===== src/rtl/cnn_pkg.sv =====
// Shared types and constants for the 5x5 convolution scheduler slice.
// Data is signed 1.7.24 fixed point; the scheduler never does arithmetic on it.
package cnn_pkg;

    localparam int DATA_W    = 32;
    localparam int FRAC_BITS = 24;
    localparam int TAP_W     = 5;

    // 1.0 in 1.7.24
    localparam logic [DATA_W-1:0] ONE = DATA_W'(1) << FRAC_BITS;

    typedef enum logic [2:0] {
        S_IDLE,
        S_RD,
        S_TAP,
        S_WAIT,
        S_WR,
        S_DONE
    } sched_state_e;

endpackage


===== src/rtl/cnn_win_addr_gen.sv =====
// Window address generator: nested kx/ky/ox/oy counters plus flat tap index.
// Ports: i_clr zeroes all counters, i_tap_adv steps to the next tap,
// i_pos_adv moves to the next output position (tap back to 0).
// o_rd_addr = (oy+ky)*IMG_W+ox+kx, o_res_addr = oy*OUT_W+ox,
// o_tap = current tap, o_last_tap / o_last_pos flag the final tap / position.
module cnn_win_addr_gen
    import cnn_pkg::*;
#(
    parameter int IMG_W  = 16,
    parameter int IMG_H  = 16,
    parameter int K      = 5,
    parameter int ADDR_W = 8
) (
    input  logic              clk,
    input  logic              rst_n,
    input  logic              i_clr,
    input  logic              i_tap_adv,
    input  logic              i_pos_adv,
    output logic [ADDR_W-1:0] o_rd_addr,
    output logic [ADDR_W-1:0] o_res_addr,
    output logic [TAP_W-1:0]  o_tap,
    output logic              o_last_tap,
    output logic              o_last_pos
);

    localparam int OUT_W = IMG_W - K + 1;
    localparam int OUT_H = IMG_H - K + 1;

    localparam logic [ADDR_W-1:0] KM1  = ADDR_W'(K - 1);
    localparam logic [ADDR_W-1:0] OXM  = ADDR_W'(OUT_W - 1);
    localparam logic [ADDR_W-1:0] OYM  = ADDR_W'(OUT_H - 1);
    localparam logic [ADDR_W-1:0] IW   = ADDR_W'(IMG_W);
    localparam logic [ADDR_W-1:0] OW   = ADDR_W'(OUT_W);
    localparam logic [TAP_W-1:0]  TLST = TAP_W'(K * K - 1);

    logic [ADDR_W-1:0] r_kx, r_ky, r_ox, r_oy;
    logic [TAP_W-1:0]  r_t;
    logic [ADDR_W-1:0] w_row;

    always_ff @(posedge clk or negedge rst_n) begin
        if (!rst_n) begin
            r_kx <= '0;
            r_ky <= '0;
            r_ox <= '0;
            r_oy <= '0;
            r_t  <= '0;
        end else if (i_clr) begin
            r_kx <= '0;
            r_ky <= '0;
            r_ox <= '0;
            r_oy <= '0;
            r_t  <= '0;
        end else if (i_pos_adv) begin
            r_kx <= '0;
            r_ky <= '0;
            r_t  <= '0;
            if (r_ox == OXM) begin
                r_ox <= '0;
                r_oy <= r_oy + 1'b1;
            end else begin
                r_ox <= r_ox + 1'b1;
            end
        end else if (i_tap_adv) begin
            r_t <= r_t + 1'b1;
            if (r_kx == KM1) begin
                r_kx <= '0;
                r_ky <= r_ky + 1'b1;
            end else begin
                r_kx <= r_kx + 1'b1;
            end
        end
    end

    assign w_row      = r_oy + r_ky;
    assign o_rd_addr  = w_row * IW + r_ox + r_kx;
    assign o_res_addr = r_oy * OW + r_ox;
    assign o_tap      = r_t;
    assign o_last_tap = (r_t == TLST);
    assign o_last_pos = (r_ox == OXM) && (r_oy == OYM);

endmodule


===== src/rtl/cnn_conv_scheduler.sv =====
// Frame controller: walks every valid 5x5 window, streams taps to the MAC
// datapath, collects each result and writes it to the result memory.
// Ports: i_start/o_busy/o_done frame control; o_fm_rd_* / i_fm_rd_data
// feature-map read (1-cycle latency); o_cnn_* / i_cnn_* datapath tap
// handshake and result; o_res_wr_* result write; o_timeout_err sticky error.
module cnn_conv_scheduler
    import cnn_pkg::*;
#(
    parameter int IMG_W   = 16,
    parameter int IMG_H   = 16,
    parameter int K       = 5,
    parameter int ADDR_W  = 8,
    parameter int TIMEOUT = 255
) (
    input  logic              clk,
    input  logic              rst_n,
    input  logic              i_start,
    output logic              o_busy,
    output logic              o_done,
    output logic              o_fm_rd_en,
    output logic [ADDR_W-1:0] o_fm_rd_addr,
    input  logic [DATA_W-1:0] i_fm_rd_data,
    output logic              o_cnn_start,
    output logic              o_cnn_in_valid,
    input  logic              i_cnn_in_ready,
    output logic [DATA_W-1:0] o_cnn_data,
    output logic [TAP_W-1:0]  o_cnn_tap,
    input  logic              i_cnn_out_valid,
    input  logic [DATA_W-1:0] i_cnn_result,
    output logic              o_res_wr_en,
    output logic [ADDR_W-1:0] o_res_wr_addr,
    output logic [DATA_W-1:0] o_res_wr_data,
    output logic              o_timeout_err
);

    localparam int CNT_W = $clog2(TIMEOUT + 1);
    localparam logic [CNT_W-1:0] CNT_LAST = CNT_W'(TIMEOUT - 1);

    sched_state_e      r_state, w_next;
    logic              r_tap_first;
    logic [DATA_W-1:0] r_cnn_data;
    logic [DATA_W-1:0] r_result;
    logic [CNT_W-1:0]  r_wait;
    logic              r_timeout_err;

    logic              w_clr, w_accept, w_got, w_expire;
    logic [ADDR_W-1:0] w_rd_addr, w_res_addr;
    logic [TAP_W-1:0]  w_tap;
    logic              w_last_tap, w_last_pos;

    assign w_clr    = (r_state == S_IDLE) && i_start;
    assign w_accept = (r_state == S_TAP) && i_cnn_in_ready;
    assign w_got    = (r_state == S_WAIT) && i_cnn_out_valid;
    // A result arriving on the last allowed cycle beats the timeout.
    assign w_expire = (r_state == S_WAIT) && !i_cnn_out_valid
                   && (r_wait == CNT_LAST);

    cnn_win_addr_gen #(
        .IMG_W  (IMG_W),
        .IMG_H  (IMG_H),
        .K      (K),
        .ADDR_W (ADDR_W)
    ) u_addr (
        .clk        (clk),
        .rst_n      (rst_n),
        .i_clr      (w_clr),
        .i_tap_adv  (w_accept && !w_last_tap),
        .i_pos_adv  ((r_state == S_WR) && !w_last_pos),
        .o_rd_addr  (w_rd_addr),
        .o_res_addr (w_res_addr),
        .o_tap      (w_tap),
        .o_last_tap (w_last_tap),
        .o_last_pos (w_last_pos)
    );

    always_ff @(posedge clk or negedge rst_n) begin
        if (!rst_n) r_state <= S_IDLE;
        else        r_state <= w_next;
    end

    always_comb begin
        w_next = r_state;
        unique case (r_state)
            S_IDLE: if (i_start) w_next = S_RD;
            S_RD:   w_next = S_TAP;
            S_TAP:  if (i_cnn_in_ready)
                        w_next = w_last_tap ? S_WAIT : S_RD;
            S_WAIT: if (w_got || w_expire) w_next = S_WR;
            S_WR:   w_next = w_last_pos ? S_DONE : S_RD;
            S_DONE: w_next = S_IDLE;
            default: w_next = S_IDLE;
        endcase
    end

    // Read data is only valid in the first TAP cycle; hold it for stalls.
    always_ff @(posedge clk or negedge rst_n) begin
        if (!rst_n) begin
            r_tap_first   <= 1'b0;
            r_cnn_data    <= '0;
            r_result      <= '0;
            r_wait        <= '0;
            r_timeout_err <= 1'b0;
        end else begin
            r_tap_first <= (r_state == S_RD);
            if (r_tap_first) r_cnn_data <= i_fm_rd_data;
            if (r_state == S_WAIT) r_wait <= r_wait + 1'b1;
            else                   r_wait <= '0;
            if (w_got)         r_result <= i_cnn_result;
            else if (w_expire) r_result <= '0;
            if (w_clr)         r_timeout_err <= 1'b0;
            else if (w_expire) r_timeout_err <= 1'b1;
        end
    end

    always_comb begin
        o_busy         = (r_state != S_IDLE);
        o_done         = 1'b0;
        o_fm_rd_en     = 1'b0;
        o_fm_rd_addr   = '0;
        o_cnn_start    = 1'b0;
        o_cnn_in_valid = 1'b0;
        o_cnn_data     = '0;
        o_cnn_tap      = '0;
        o_res_wr_en    = 1'b0;
        o_res_wr_addr  = '0;
        o_res_wr_data  = '0;
        unique case (r_state)
            S_RD: begin
                o_fm_rd_en   = 1'b1;
                o_fm_rd_addr = w_rd_addr;
                o_cnn_start  = (w_tap == '0);
            end
            S_TAP: begin
                o_cnn_in_valid = 1'b1;
                o_cnn_data     = r_tap_first ? i_fm_rd_data : r_cnn_data;
                o_cnn_tap      = w_tap;
            end
            S_WR: begin
                o_res_wr_en   = 1'b1;
                o_res_wr_addr = w_res_addr;
                o_res_wr_data = r_result;
            end
            S_DONE: o_done = 1'b1;
            default: ;
        endcase
    end

    assign o_timeout_err = r_timeout_err;

endmodule


===== config.mk =====
export PLATFORM = sky130hd
export DESIGN_NAME = cnn_conv_scheduler
export DESIGN_NICKNAME = d
export VERILOG_FILES = /design/src/rtl/cnn_pkg.sv /design/src/rtl/cnn_win_addr_gen.sv /design/src/rtl/cnn_conv_scheduler.sv
export SDC_FILE = /design/constraint.sdc
export NUM_CORES = 1
export LEC_CHECK = 0
export ABC_AREA = 1
export CAP_MARGIN = 20
export CORE_MARGIN = 8
export CORE_UTILIZATION = 45
export DETAILED_ROUTE_END_ITERATION = 10
export PLACE_DENSITY = 0.84
export SKIP_CTS_REPAIR_TIMING = 1
export SLEW_MARGIN = 10
export SYNTH_ARGS = -nofsm -noshare
export SYNTH_HDL_FRONTEND = slang
export SYNTH_SLANG_ARGS = --single-unit

===== constraint.sdc =====
create_clock -name clk -period 5.5 [get_ports clk]
set_clock_uncertainty 0.1 [all_clocks]
set_input_delay 0.55 -clock clk [delete_from_list [all_inputs] [get_ports clk]]
set_output_delay 0.55 -clock clk [all_outputs]
set_load 0.02 [all_outputs]

Word level (Yosys, flattened, before mapping)
Index checks and enable logic that the tools add are counted.
{"block": "classes", "addsub": 10, "mul": 1, "div": 0, "n_lt_le_gt_ge": 0, "eq_ne": 13, "shift": 0, "mux": 39, "bitwise_logic": 0, "reduce_logical": 24}
{"cell": "$mux 32", "n": 5}
{"cell": "$mux 8", "n": 17}
{"cell": "$add 8x1->8 const B", "n": 5}
{"cell": "$add 8x8->8", "n": 3}
{"cell": "$mux 5", "n": 4}
{"cell": "$eq 8x4->1 const B", "n": 2}
{"cell": "$pmux 3 s5", "n": 1}
{"cell": "$mux 3", "n": 4}
{"cell": "$reduce_bool 3->1", "n": 3}
{"cell": "$eq 8x3->1 const B", "n": 1}
{"cell": "$eq 8x8->1 const B", "n": 1}
{"cell": "$logic_and 1x1->1", "n": 8}
{"cell": "$mul 8x2->6 const B", "n": 1}
{"cell": "$reduce_bool 2->1", "n": 4}
{"cell": "$mux 1", "n": 7}
{"cell": "$eq 3x2->1 const B", "n": 2}
{"cell": "$eq 3x3->1 const B", "n": 2}
{"cell": "$ne 2x2->1 const B", "n": 3}
{"cell": "$add 5x1->5 const B", "n": 1}
{"cell": "$eq 5x5->1 const B", "n": 1}
{"cell": "$logic_not 5->1", "n": 1}
{"cell": "$add 4x4->4", "n": 1}
{"cell": "$reduce_and 2->1", "n": 2}
{"cell": "$eq 3x1->1 const B", "n": 1}
{"cell": "other kinds (5)", "n": 7}
{"block": "word_totals", "ff_bits": 114, "latch_bits": 0, "ramBits": 0, "mem_bits_ro": 0, "input_bits": 69, "out_inout_bits": 92, "word_cells": 98, "mem_count": 0}

Logic depth before layout (Yosys ltp)
{"block": "depth", "ltp_word": 6, "depth_mapped": 12, "depth_no_buf": 12}

Hierarchy
Synthesis repeated with hierarchy kept, for this count alone.
{"block": "hier_totals", "cells_unflattened": 890, "hier_area_um2": 6730.2}
{"mod": "cnn_conv_scheduler", "instances": 1, "cells_each": 549, "area_each_um2": 3985.1, "seq_area_each_um2": 1926.8}
{"mod": "cnn_win_addr_gen", "instances": 1, "cells_each": 341, "area_each_um2": 2745.1, "seq_area_each_um2": 825.8}

Worst setup path after synthesis
OpenSTA, ideal clock, no wires.
{"block": "synth_path", "kind": "register to output", "start": "register u_addr.r_oy[0]", "end": "output port o_fm_rd_addr[7]", "arrival_time_ns": 2.700, "required_ns": 4.850, "slack_ns": 2.150, "stages_incl_launch_ff": 13, "path_buffers": 0, "path_cell_list": "dfrtp_1 ha_1 fa_1 inv_1 fa_1 inv_1 ha_1 nand2_1 o21ai_0 nor2_1 nand3_1 nand2_1 nor2_1"}
{"block": "synth_via", "elab_chain_len": 4}
{"element": "from (decl)", "line_no": "cnn_win_addr_gen.sv:36", "text": "logic [ADDR_W-1:0] r_kx, r_ky, r_ox, r_oy;"}
{"element": "from (signal assigned)", "line_no": "cnn_win_addr_gen.sv:59", "text": "r_oy <= r_oy + 1'b1;"}
{"element": "$add 4x4->4", "line_no": "cnn_win_addr_gen.sv:74", "text": "assign w_row = r_oy + r_ky;"}
{"element": "$add 8x8->8 (2 in series)", "line_no": "cnn_win_addr_gen.sv:75", "text": "assign o_rd_addr = w_row * IW + r_ox + r_kx;"}
{"element": "$mux 8", "line_no": "cnn_conv_scheduler.sv:127", "text": "unique case (r_state)"}
{"element": "to (decl)", "line_no": "cnn_conv_scheduler.sv:21", "text": "output logic [ADDR_W-1:0] o_fm_rd_addr,"}
Every way passes these cells.

Worst setup path in the final report
Same ends and word-level chain as after synthesis.

==> results.cfg <==
[cts]
htreeDepth = 3
cts_made_buffers = 9
cts_tree = done
cts-root-buf = clkbuf_16
clkSinkCount = 110
cts_buffer_depth = 2
clk_pin_slew_ns = 0.08
clk_latency_ns = 0.35

[status]
outcome = finished clean

[job]
maxCapViolCount = 0

[die]
die_w_um = 137.4
die_h_um = 137.4
ioPinCount = 161
die_area_mm2 = 0.01887
start_util_pct = 45.78
core_mm2 = 0.01448
num_rows = 44

[pwr]
p_int_w = 0.002288
power.density_mw_per_mm2 = 468.5
power_frac_seq_pct = 31.6
pwr-share-comb_pct = 51.9
p_leak_nw = 4.135
power.switching_w = 0.001745
vdd_drop_max_mv = 0.2796
power_frac_clock_pct = 16.5
swShare_pct = 43.26

[synthesis]
async_flop_share_pct = 100.0
avgSynthCellArea_um2 = 7.646
synth_area_mm2 = 0.006629
synth.distinct_cells = 40
ys.flop_type = dfrtp_1
ys.warnings.count = 0
ys_seq_area_share_pct = 41.53
synth_area_leaders = dfrtp_1, inv_1, nand2_1
synth_top_area_cell = dfrtp_1
synth_top_area_share_pct = 41.53
synthesis.nets = 976
synth_edf_count = 0
synth_seq_cells = 110
syn_inst = 867

[detailed_routing]
ant_nets = 0
drtIter0Drc = 329
wl_per_cell_um = 13.93
via_per_inst = 4.823
firstDrtPassIters = 4
vias = 5797
routed_wl_mm = 16.74
drc_errors = 0

[grt]
grtUsageMet2_pct = 30.12
grt_first_pass_wirelength_mm = 26.85
track_usage_pct = 17.66
grt-ovfl-total = 0
antenna_found_initial = 0
grt_max_degree = 65
busiest_layer = met2
met1_usage_pct = 22.47
grtUsageMet3_pct = 3.063
grt_pass1_vias = 5577

[critical_path]
critical-path-max-stage-delay_ns = 0.61
reg2reg_depth = 8
path_cells = ha_1 > fa_1 > inv_1 > fa_1 > inv_1 > ha_1 > nand2_1 > o21ai_0 > nor2_1 > nand3_1 > nand2_1 > nor2_1 > clkdlybuf4s50_1
timing.rr.end = u_addr.o_tap[3]
r2r_setup_slack_ns = 2.98
crit_type = reg2out
start_kind = register
required_ns = 4.85
crit_slowest_cell = clkdlybuf4s50_1
worstPathArrival_ns = 3.63
path_max_fanout = 7
reg2reg_from = r_state[2]
end_kind = output port

[sta]
max-slew-margin-rel_pct = 34.48
worst_pin_slew_ns = 0.9805
timing.final.crit_share_pct = 77.84
tns_ns = 0
setup_viol = 0
fmax_ghz = 0.2336
grt_setup_unrepaired = false
drv_slew = 0
hold_viol = 0
period_needed_ns = 4.281

[cells_and_area]
nNetsFinal = 1122
syn2layout_area_growth_pct = 29.88
final_area_mm2 = 0.008610
drive_above_1_share_pct = 5.697
n_antenna_cell = 0
utilization_pct = 59.46

[placement]
hpwlAfterDp_mm = 12.60
portBuffers = 160
place_congestion = 0.8711
placed_area_mm2 = 0.008308

[min_path]
hp-class = in2async
[worst max-delay path, delay by kind of cell, from the launching register on]
| kind | cells | cell delay, ns |
|---|---|---|
| AO/OA/AOI/OAI | 1 | 0.16 |
| adder cells (fa/ha/maj) | 4 | 1.56 |
| AND/OR/NAND/NOR | 5 | 0.39 |
| flip-flops | 1 | 0.46 |
| buffers and inverters | 3 | 0.70 |
[per-layer routing]
metal	vias up	part of all wire (%)
met5	-	0
met4	0	1.1
met3	17	6.3
met2	155	47
met1	2656	45
li1	2969	-
[worst max-delay path by stage]
stage | startpoint | endpoint | slack [ns] | cells past startpoint
after floorplan | u_addr.r_oy[0] | o_fm_rd_addr[7] | 2.15 | 12
after global placement | u_addr.r_oy[0] | o_fm_rd_addr[7] | 1.61 | 13
after detailed placement | u_addr.r_oy[0] | o_fm_rd_addr[7] | 1.58 | 13
after CTS | u_addr.r_oy[0] | o_fm_rd_addr[7] | 1.19 | 13
after global routing | u_addr.r_oy[0] | o_fm_rd_addr[7] | 1.03 | 13
final | u_addr.r_oy[0] | o_fm_rd_addr[7] | 1.22 | 13
[through the flow]
step / setup WS (ns) / cells / power (W) / hold slack [ns]
floorplan: 2.150 / 867 / 0.002687 / 0.1544
global placement: 1.613 / 1186 / 0.003321 / 0.3706
detailed placement: 1.581 / 1186 / 0.003397 / 0.3802
CTS: 1.187 / 1202 / 0.004073 / 0.1738
global route: 1.030 / 1202 / 0.004358 / 0.2060
finish: 1.219 / 1202 / 0.004033 / 0.1460
[kinds of logic after synthesis]
logic type      count (synthesis)  share of synthesized area [%]
simple gates                  356                          23.88
buf+inv                       207                          12.78
compound gates                133                          10.70
flops                         110                          41.53
fa+ha+maj                      40                          8.343
xor+xnor                       21                          2.775
[power by group through the flow]
stage	Clock, W	Combinational (W)	Sequential, W
final	0.000665	0.00209	0.00128
after global placement	0	0.00205	0.00127
after CTS	0.000678	0.00212	0.00128
after detailed placement	0	0.00211	0.00129
after global routing	0.000713	0.00234	0.00131
after floorplan	0	0.00145	0.00124
[sequential cells by signal (all words and copies together) (netlist names), 4 cells and up]
| register | cells |
|---|---|
| r_result | 32 |
| u_addr.r_ox | 8 |
| u_addr.r_oy | 8 |
| u_addr.r_kx | 8 |
| r_cnn_data | 32 |
| r_wait | 8 |
| u_addr.r_ky | 4 |
| u_addr.o_tap | 5 |
[cell type report]
type / count / area (um2)
clock buffers: 11 / 242.7
clock inverters: 5 / 58.81
fillers: 1289 / 5869
inverters: 179 / 674.4
multi-input cells: 550 / 3029
flip-flops and latches: 110 / 2753
well taps: 184 / 230.2
repair buffers: 163 / 1622
[cells in the final DEF (no fill, tap or decap), types with 11 or more instances in the layout]
cell,count
nor3_1,12
a21oi_1,27
nor2_1,116
ha_1,33
nand3_1,31
o21ai_1,20
dfrtp_1,110
inv_1,169
nand4_1,11
xor2_1,16
o21ai_0,73
clkdlybuf4s50_1,159
nand2_1,162
[Yosys cell counts, types with 4 or more instances]
cell      number
inv_1        169
nand2_1      162
nor2_1       116
dfrtp_1      110
o21ai_0       73
ha_1          33
nand3_1       31
a21oi_1       27
o21ai_1       20
xor2_1        16
nor3_1        12
buf_2         11
nand4_1       11
inv_2          9
o21ai_2        8
clkbuf_1       7
fa_1           7
xnor2_1        5
buf_6          4
No activity file was read; power rests on OpenSTA's default activity.
